===== config.mk =====
export PLATFORM = sky130hd
export DESIGN_NAME = dds_sweep_ctrl
export DESIGN_NICKNAME = d
export VERILOG_FILES = /design/src/rtl/dds_sweep_ctrl.sv
export SDC_FILE = /design/constraint.sdc
export NUM_CORES = 1
export LEC_CHECK = 0
export CAP_MARGIN = 20
export CELL_PAD_IN_SITES_DETAIL_PLACEMENT = 1
export CELL_PAD_IN_SITES_GLOBAL_PLACEMENT = 2
export CORE_UTILIZATION = 37
export DETAILED_ROUTE_END_ITERATION = 7
export PLACE_DENSITY = 0.86
export SYNTH_ARGS = -nofsm -noshare
export SYNTH_HDL_FRONTEND = slang
export SYNTH_SLANG_ARGS = --single-unit

===== constraint.sdc =====
create_clock -name Clock -period 9.1 [get_ports Clock]
set_clock_uncertainty 0.05 [all_clocks]
set_input_delay 1.82 -clock Clock [delete_from_list [all_inputs] [get_ports Clock]]
set_output_delay 1.82 -clock Clock [all_outputs]
set_load 0.03 [all_outputs]

===== src/rtl/dds_sweep_ctrl.sv =====
// Sample-strobe divider and linear frequency-sweep sequencer for the DDS core.
// Generates ClkEn, steps FreqWord through single/sawtooth/triangle ramps and forwards PhaseIn on strobes.
module dds_sweep_ctrl #(
   parameter int PHASE_W = 32,
   parameter int DWELL_W = 16,
   parameter int CLK_DIV = 10
) (
   input  logic               Clock,
   input  logic               Reset_n,
   input  logic               Start,
   input  logic               Abort,
   input  logic [1:0]         Mode,
   input  logic [PHASE_W-1:0] StartWord,
   input  logic [PHASE_W-1:0] StopWord,
   input  logic [PHASE_W-1:0] StepWord,
   input  logic [DWELL_W-1:0] DwellTicks,
   input  logic [PHASE_W-1:0] PhaseIn,
   output logic               ClkEn,
   output logic [PHASE_W-1:0] FreqWord,
   output logic [PHASE_W-1:0] PhaseShift,
   output logic               Busy,
   output logic               Done,
   output logic               Dir,
   output logic [1:0]         DbgState
);

   localparam int DIV_W = (CLK_DIV > 2) ? $clog2(CLK_DIV) : 1;
   localparam logic [DIV_W-1:0] DIV_LAST = DIV_W'(CLK_DIV - 1);
   localparam logic [DIV_W-1:0] DIV_PRE  = DIV_W'(CLK_DIV - 2);

   typedef enum logic [1:0] {
      S_IDLE = 2'd0,
      S_RUN  = 2'd1,
      S_DONE = 2'd2
   } state_t;

   state_t             state_q, state_d;
   logic [DIV_W-1:0]   div_q;
   logic               clk_en_q;
   logic [PHASE_W-1:0] freq_q, freq_d;
   logic [PHASE_W-1:0] phase_q;
   logic               dir_q, dir_d;
   logic               busy_q, busy_d;
   logic               done_q, done_d;
   logic [DWELL_W-1:0] dwell_q, dwell_d;
   logic [DWELL_W-1:0] dwell_ld_q, dwell_ld_d;
   logic [1:0]         mode_q, mode_d;
   logic [PHASE_W-1:0] start_q, start_d;
   logic [PHASE_W-1:0] stop_q, stop_d;
   logic [PHASE_W-1:0] step_q, step_d;
   logic [PHASE_W:0]   up_sum, dn_diff;
   logic [PHASE_W-1:0] up_next, dn_next;
   logic               degen;

   // Free-running divider; ClkEn is registered so it is high while the count sits at CLK_DIV-1.
   always_ff @(posedge Clock or negedge Reset_n) begin
      if (!Reset_n) begin
         div_q    <= '0;
         clk_en_q <= 1'b0;
      end else begin
         div_q    <= (div_q == DIV_LAST) ? '0 : div_q + 1'b1;
         clk_en_q <= (div_q == DIV_PRE);
      end
   end

   // Steps are computed one bit wider so the ramp clamps at the end words instead of wrapping.
   always_comb begin
      up_sum  = {1'b0, freq_q} + {1'b0, step_q};
      dn_diff = {1'b0, freq_q} - {1'b0, step_q};
      up_next = (up_sum > {1'b0, stop_q}) ? stop_q : up_sum[PHASE_W-1:0];
      dn_next = (dn_diff[PHASE_W] || (dn_diff[PHASE_W-1:0] < start_q)) ? start_q
                                                                        : dn_diff[PHASE_W-1:0];
      degen   = (start_q >= stop_q) || (step_q == '0);
   end

   // Handshake: Start is accepted only in IDLE with Abort low; Busy rises on the accepting edge
   // and falls when the sweep leaves RUN/DONE. Abort dominates Start and never produces Done.
   always_comb begin
      state_d    = state_q;
      freq_d     = freq_q;
      dir_d      = dir_q;
      busy_d     = busy_q;
      done_d     = 1'b0;
      dwell_d    = dwell_q;
      dwell_ld_d = dwell_ld_q;
      mode_d     = mode_q;
      start_d    = start_q;
      stop_d     = stop_q;
      step_d     = step_q;
      case (state_q)
         S_IDLE: begin
            if (Start && !Abort) begin
               mode_d     = Mode;
               start_d    = StartWord;
               stop_d     = StopWord;
               step_d     = StepWord;
               dwell_ld_d = (DwellTicks == '0) ? DWELL_W'(1) : DwellTicks;
               dwell_d    = (DwellTicks == '0) ? DWELL_W'(1) : DwellTicks;
               freq_d     = StartWord;
               dir_d      = 1'b0;
               busy_d     = 1'b1;
               state_d    = S_RUN;
            end
         end
         S_RUN: begin
            if (Abort) begin
               busy_d  = 1'b0;
               state_d = S_IDLE;
            end else if (clk_en_q) begin
               if (dwell_q > DWELL_W'(1)) begin
                  dwell_d = dwell_q - 1'b1;
               end else begin
                  dwell_d = dwell_ld_q;
                  if (degen) begin
                     done_d  = 1'b1;
                     state_d = S_DONE;
                  end else if (!dir_q) begin
                     if (freq_q == stop_q) begin
                        case (mode_q)
                           2'b01:   freq_d = start_q;
                           2'b10: begin
                              dir_d  = 1'b1;
                              freq_d = dn_next;
                           end
                           default: begin
                              done_d  = 1'b1;
                              state_d = S_DONE;
                           end
                        endcase
                     end else begin
                        freq_d = up_next;
                     end
                  end else if (freq_q == start_q) begin
                     dir_d  = 1'b0;
                     freq_d = up_next;
                  end else begin
                     freq_d = dn_next;
                  end
               end
            end
         end
         S_DONE: begin
            busy_d  = 1'b0;
            state_d = S_IDLE;
         end
         default: begin
            busy_d  = 1'b0;
            state_d = S_IDLE;
         end
      endcase
   end

   always_ff @(posedge Clock or negedge Reset_n) begin
      if (!Reset_n) begin
         state_q    <= S_IDLE;
         freq_q     <= '0;
         phase_q    <= '0;
         dir_q      <= 1'b0;
         busy_q     <= 1'b0;
         done_q     <= 1'b0;
         dwell_q    <= '0;
         dwell_ld_q <= '0;
         mode_q     <= '0;
         start_q    <= '0;
         stop_q     <= '0;
         step_q     <= '0;
      end else begin
         state_q    <= state_d;
         freq_q     <= freq_d;
         dir_q      <= dir_d;
         busy_q     <= busy_d;
         done_q     <= done_d;
         dwell_q    <= dwell_d;
         dwell_ld_q <= dwell_ld_d;
         mode_q     <= mode_d;
         start_q    <= start_d;
         stop_q     <= stop_d;
         step_q     <= step_d;
         if (clk_en_q) phase_q <= PhaseIn;
      end
   end

   assign ClkEn      = clk_en_q;
   assign FreqWord   = freq_q;
   assign PhaseShift = phase_q;
   assign Busy       = busy_q;
   assign Done       = done_q;
   assign Dir        = dir_q;
   assign DbgState   = state_q;

endmodule

; Yosys cells after proc, flatten, opt, wreduce, memory -nomap -nowiden
; Cells that the tools add are included.
[totals]
reg_bits = 204
in_bits = 150
out_inout_bits = 70
[op_classes]
n_addsub = 4
magnitude_cmp = 4
n_eq_ne = 19
muxes = 49
n_reduce_logical = 15
[op_table]
columns = op, n
row1 = two-way mux 32 bit, 10
row2 = case mux 32 bit (2 select lines), 2
row3 = two-way mux 16 bit, 5
row4 = equality test 32 bit, 2
row5 = adder 32 x 32 -> 33 bit, 1
row6 = greater-than comparator 33 x 32 -> 1 bit, 1
row7 = subtractor 32 x 32 -> 33 bit, 1
row8 = >= comparator 32 bit, 1
row9 = zero test 32 bit, 1
row10 = < comparator 32 bit, 1
row11 = case mux 16 bit (2 select lines), 1
row12 = two-way mux 1 bit, 19
row13 = greater-than comparator 16 x 1 -> 1 bit (second input constant), 1
row14 = zero test 16 bit, 1
row15 = two-way mux 2 bit, 8
row16 = subtractor 16 x 1 -> 16 bit (second input constant), 1
row17 = != test 2 bit (second input constant), 6
row18 = != test 4 bit (second input constant), 3
row19 = AND reduction 6 bit, 2
row20 = equality test 4 bit (second input constant), 2
row21 = AND reduction 7 bit, 1
row22 = != test 3 bit (second input constant), 2
row23 = != test 5 x 3 -> 1 bit (second input constant), 1
row24 = adder 4 x 1 -> 4 bit (second input constant), 1
row25 = other kinds (13), 17

; Depth between registers and ports, before layout
[depth]
ltp_word = 12
depth_mapped = 23

; Least setup slack after synthesis
; OpenSTA, ideal clock, no wires.
[synth_timing]
path_type = register -> register
from = register freq_q[10] (netlist: FreqWord[10])
to = register freq_q[11] (netlist: FreqWord[11])
setup_ns = 0.129
arrival_time_ns = 5.315
t_required_ns = 8.921
path_slack_ns = 3.606
stages_incl_launch_ff = 21
period_less_slack_ns = 5.494
cell_sequence = dfrtp_1 -> ha_1 -> buf_2 -> or4_1 -> a2111oi_1 -> o21ai_1 -> a211oi_2 -> o21ai_0 -> a211oi_1 -> inv_1 -> ha_1 -> nand3_1 -> nor2_1 -> o31a_1 -> o21ai_0 -> nand3_1 -> a221oi_2 -> buf_2 -> mux2_2 -> a221oi_2 -> a21oi_1
[synth_between]
elab_chain_len = 12
elab_cells_between_ends = 20
[synth_rtl]
columns = element, line_no
row1 = "start, declared", 40  ; logic [PHASE_W-1:0] freq_q, freq_d;
row2 = "start signal, assigned", 169  ; freq_q <= freq_d;
row3 = subtractor 32 x 32 -> 33 bit, 69  ; dn_diff = {1'b0, freq_q} - {1'b0, step_q};
row4 = < comparator 32 bit, 71  ; dn_next = (dn_diff[PHASE_W] || (dn_diff[PHASE_W-1:0] < start_q)) ? start_q
row5 = logical OR 1 bit, 71
row6 = two-way mux 32 bit, 71
row7 = case mux 32 bit (2 select lines), 119  ; case (mode_q)
row8 = two-way mux 32 bit, 118  ; if (freq_q == stop_q) begin
row9 = two-way mux 32 bit, 117  ; end else if (!dir_q) begin
row10 = two-way mux 32 bit, 114  ; if (degen) begin
row11 = two-way mux 32 bit, 110  ; if (dwell_q > DWELL_W'(1)) begin
row12 = two-way mux 32 bit, 109  ; end else if (clk_en_q) begin
row13 = two-way mux 32 bit, 106  ; if (Abort) begin
row14 = case mux 32 bit (2 select lines), 90  ; case (state_q)
; Several ways; a longest one is shown, not always the timed one. The select of a mux whose other input is x is not followed.
; A chain may end at the register's enable or synchronous reset.

; Worst setup path after layout
[layout_timing]
from = register freq_q[2] (netlist: FreqWord[2])
to = register freq_q[10] (netlist: FreqWord[10])
; Same word-level chain as after synthesis.

==> impl_results.md <==
* Status: completed
* Area of the mapped netlist at roughly 17000 µm²
* # DRC at 0
* CP delay by family, top: compound AO/OA/AOI/OAI gates
* Initial Util at around 37%
* Gpl congestion at 0.969
* CTS tree: built
* Main combinational cell family by area after synthesis: compound AO/OA/AOI/OAI gates
* H-tree depth at 1
* Clock sink count at 204
* Total Wirelength at roughly 68000 µm
* IO buf count at 219
* Final Instance Count excl. Fillers at roughly 2800
* Total Power at 6.84 mW
* Final setup violation count at 0
* Post-Synth XOR/XNOR Area at under 10%
* Syn Inst Count at slightly below 2000
* Clock root buffer: clkbuf_16
* Die area at around 46000 µm²
* Leakage dissipation at around 8.5 nW
* Initial antenna violation count at 0
* Area Growth Syn to Fin at 22.4%
* Max-cap violations at 0
* Number of global-route vias before repair at around 17000
* Fmax at 139 MHz
* Max VDD drop at 0.000179 V
* CTS clk-pin slew, worst paths at ~0.070 ns
* Placed insts at between 2000 and 3000
* Die X at around 210 µm
* Crit start category: flip-flop
* First-pass GRT wire length at 104000 µm
* Post-detail-place hpwl at 52200 µm
* Synth warn at 0
* Post-CTS setup repair buffer count at 0
* Total GRT Usage at slightly above 30%
* Wl on met1 at ~31000 µm
* Worst path required time at about 9.5 ns
* Layout cells sized above 1 at under 10%
* Worst skew pair latency at roughly 0.60 ns
* CP cell instances: ha_1 > nor3_1 > o21ai_0 > a2111oi_1 > o21ai_1 > a211oi_2 > o21ai_0 > a211oi_1 > inv_1 > ha_1 > nand3_1 > nor4_1 > nand3_1 > a221oi_4 > buf_12 > mux2_2 > a221oi_2 > a21oi_1
* Dominant synthesized flop cell: dfrtp_1
* Peak fanout along the critical path at 39
* Hold Crit Class: reg -> reg
* Metal3 WL at 4810 µm
* Worst Path Buf+Inv at 2
* Mapped Nets at around 2300
* Asr flop ratio synth at 100%
* Drt first pass iters at 5
* Drt wl/cell at approximately 25 µm
* 1st-iter DRT viols at 977
* Fin crit share at between 70% and 80%
* Via density at slightly below 6
* Top Ports at 220
* Distinct cells, synth at 73
* Met2 wire len at around 31000 µm
* Slew @ Worst Pin at around 1.1 ns
* Remaining antenna violation count at 0
* Post-synthesis mux area share at under 10%
* Final hold violations at 0
* Core Area at 44200 µm²
* Num CTS Buffers at 28
* Max clock buf depth at 3
* Synthesized area per cell at 8.34 µm²
* Resized Gates After CTS at 0
* Nets at roughly 2500
* Post-route setup TNS at 0 ns
* Kind of critical path: reg -> reg
* Minimum clock period after layout at 7.18 ns
* EDFF count, synth at 0
* Worst Path Arrival at 7.58 ns
* Remaining Overflow, GRT at 0
* Post-route cell area at around 20000 µm²
* Top layer used by detailed routing: met4
* Final Max Slew Viols at 0
* Row count at 77
* Sequential area share after synthesis at between 30% and 40%
* Pin count of the biggest net entering global routing at approximately 210
* Simple-gate share of the synthesized area at 16.8%
* Pwr/cell area at roughly 340 nW/µm²
* Crit-path slowest cell: a2111oi_1
* RSZ-0062 raised after global routing: no
* Max incr delay on CP at roughly 0.73 ns
* Hold buffers post-CTS at 0
* Post-synthesis register bit count at 204
* Die H at around 210 µm
* Adder-cell share of the synthesized area at around 13%
* Crit path capture type: flip-flop
* Area fraction in compound gates after synthesis at between 20% and 30%
* Post-DP Area at around 19000 µm²
* Max_slew headroom at between 20% and 30%
* DR vias at roughly 16000
* ANT cells at 0
## tightest hold or removal path, cell delays in order (launching register included)
cell     delay (ns)
dfrtp_1        0.34
nand2_1        0.05
nand2_1        0.05
## logic make-up after synthesis
family | Yosys count
buffers and inverters | 257
XOR/XNOR | 126
flip-flops | 204
AND/OR/NAND/NOR | 591
multiplexers | 81
AO/OA/AOI/OAI | 563
adder cells (fa/ha/maj) | 165
## registers in the layout (all words and copies together) (netlist names)
name and flops:
Dir 1, dwell_ld_q 16, DbgState 2, Busy 1, mode_q 2, step_q 32
PhaseShift 32, dwell_q 16, ClkEn 1, FreqWord 32, stop_q 32, div_q 4
start_q 32, Done 1
## per-layer routing
layer	up-vias	track usage, %
li1	7423	-
met1	8009	40.7
met2	522	48.1
met3	103	6.12
met4	0	9.88
met5	-	0
## Yosys cell counts (44+ instances only)
cell type | n | share of area [%]
xor2_1 | 44 | 2.3
clkbuf_1 | 79 | 1.8
nand2_1 | 242 | 5.5
nor3_1 | 45 | 1.4
nor2_1 | 101 | 2.3
xnor2_1 | 82 | 4.3
dfrtp_1 | 204 | 31
o21ai_0 | 191 | 5.8
inv_1 | 151 | 3.4
ha_1 | 163 | 12
mux2_2 | 63 | 4.3
a21oi_1 | 139 | 4.2
## placed cells by master (no fill, tap or decap), drive strengths merged, types with 44 or more instances in the layout
cell type and instances:
nand2 243, clkdlybuf4s50 218, dfrtp 204, o21ai 192, ha 163, inv 152
a21oi 140, nor2 101, xnor2 82, mux2 63, nor3 45, xor2 44
## power by group
| group | switching (mW) | leakage, nW | total, mW | internal (mW) |
|---|---|---|---|---|
| sequential | 0.282 | 2.44 | 1.35 | 1.06 |
| combinational | 2.72 | 5.55 | 4.27 | 1.55 |
| clock | 0.469 | 0.493 | 1.22 | 0.749 |
## metrics by stage
stage | worst slack [ns] | util (%) | hold slack, ns
after floorplan | 3.61 | - | 0.396
after global routing | 1.66 | 45.9 | 0.450
final | 1.92 | 45.9 | 0.421
after global placement | 2.38 | 43.5 | 0.409
after detailed placement | 2.11 | 43.5 | 0.413
after CTS | 2.10 | 45.8 | 0.428
## layout make-up
type	count	area [µm²]
clock buffers	38	788
fillers	5169	23900
well taps	592	741
repair buffers	235	2350
flip-flops and latches	204	5100
clock inverters	13	221
inverters	153	574
multi-input cells	1526	10500
## final timing paths
kind	start	end	slack (ns)	depth (start not counted)
min in group asynchronous	Reset_n	FreqWord[7]	1.19	1
max	FreqWord[2]	FreqWord[10]	1.92	18
max in group asynchronous	Reset_n	FreqWord[16]	6.35	2
max reg2reg	FreqWord[2]	FreqWord[10]	1.92	18
min reg2reg	dwell_ld_q[5]	dwell_ld_q[5]	0.42	2
min	dwell_ld_q[5]	dwell_ld_q[5]	0.42	2
(Power assumes the default switching activity.)
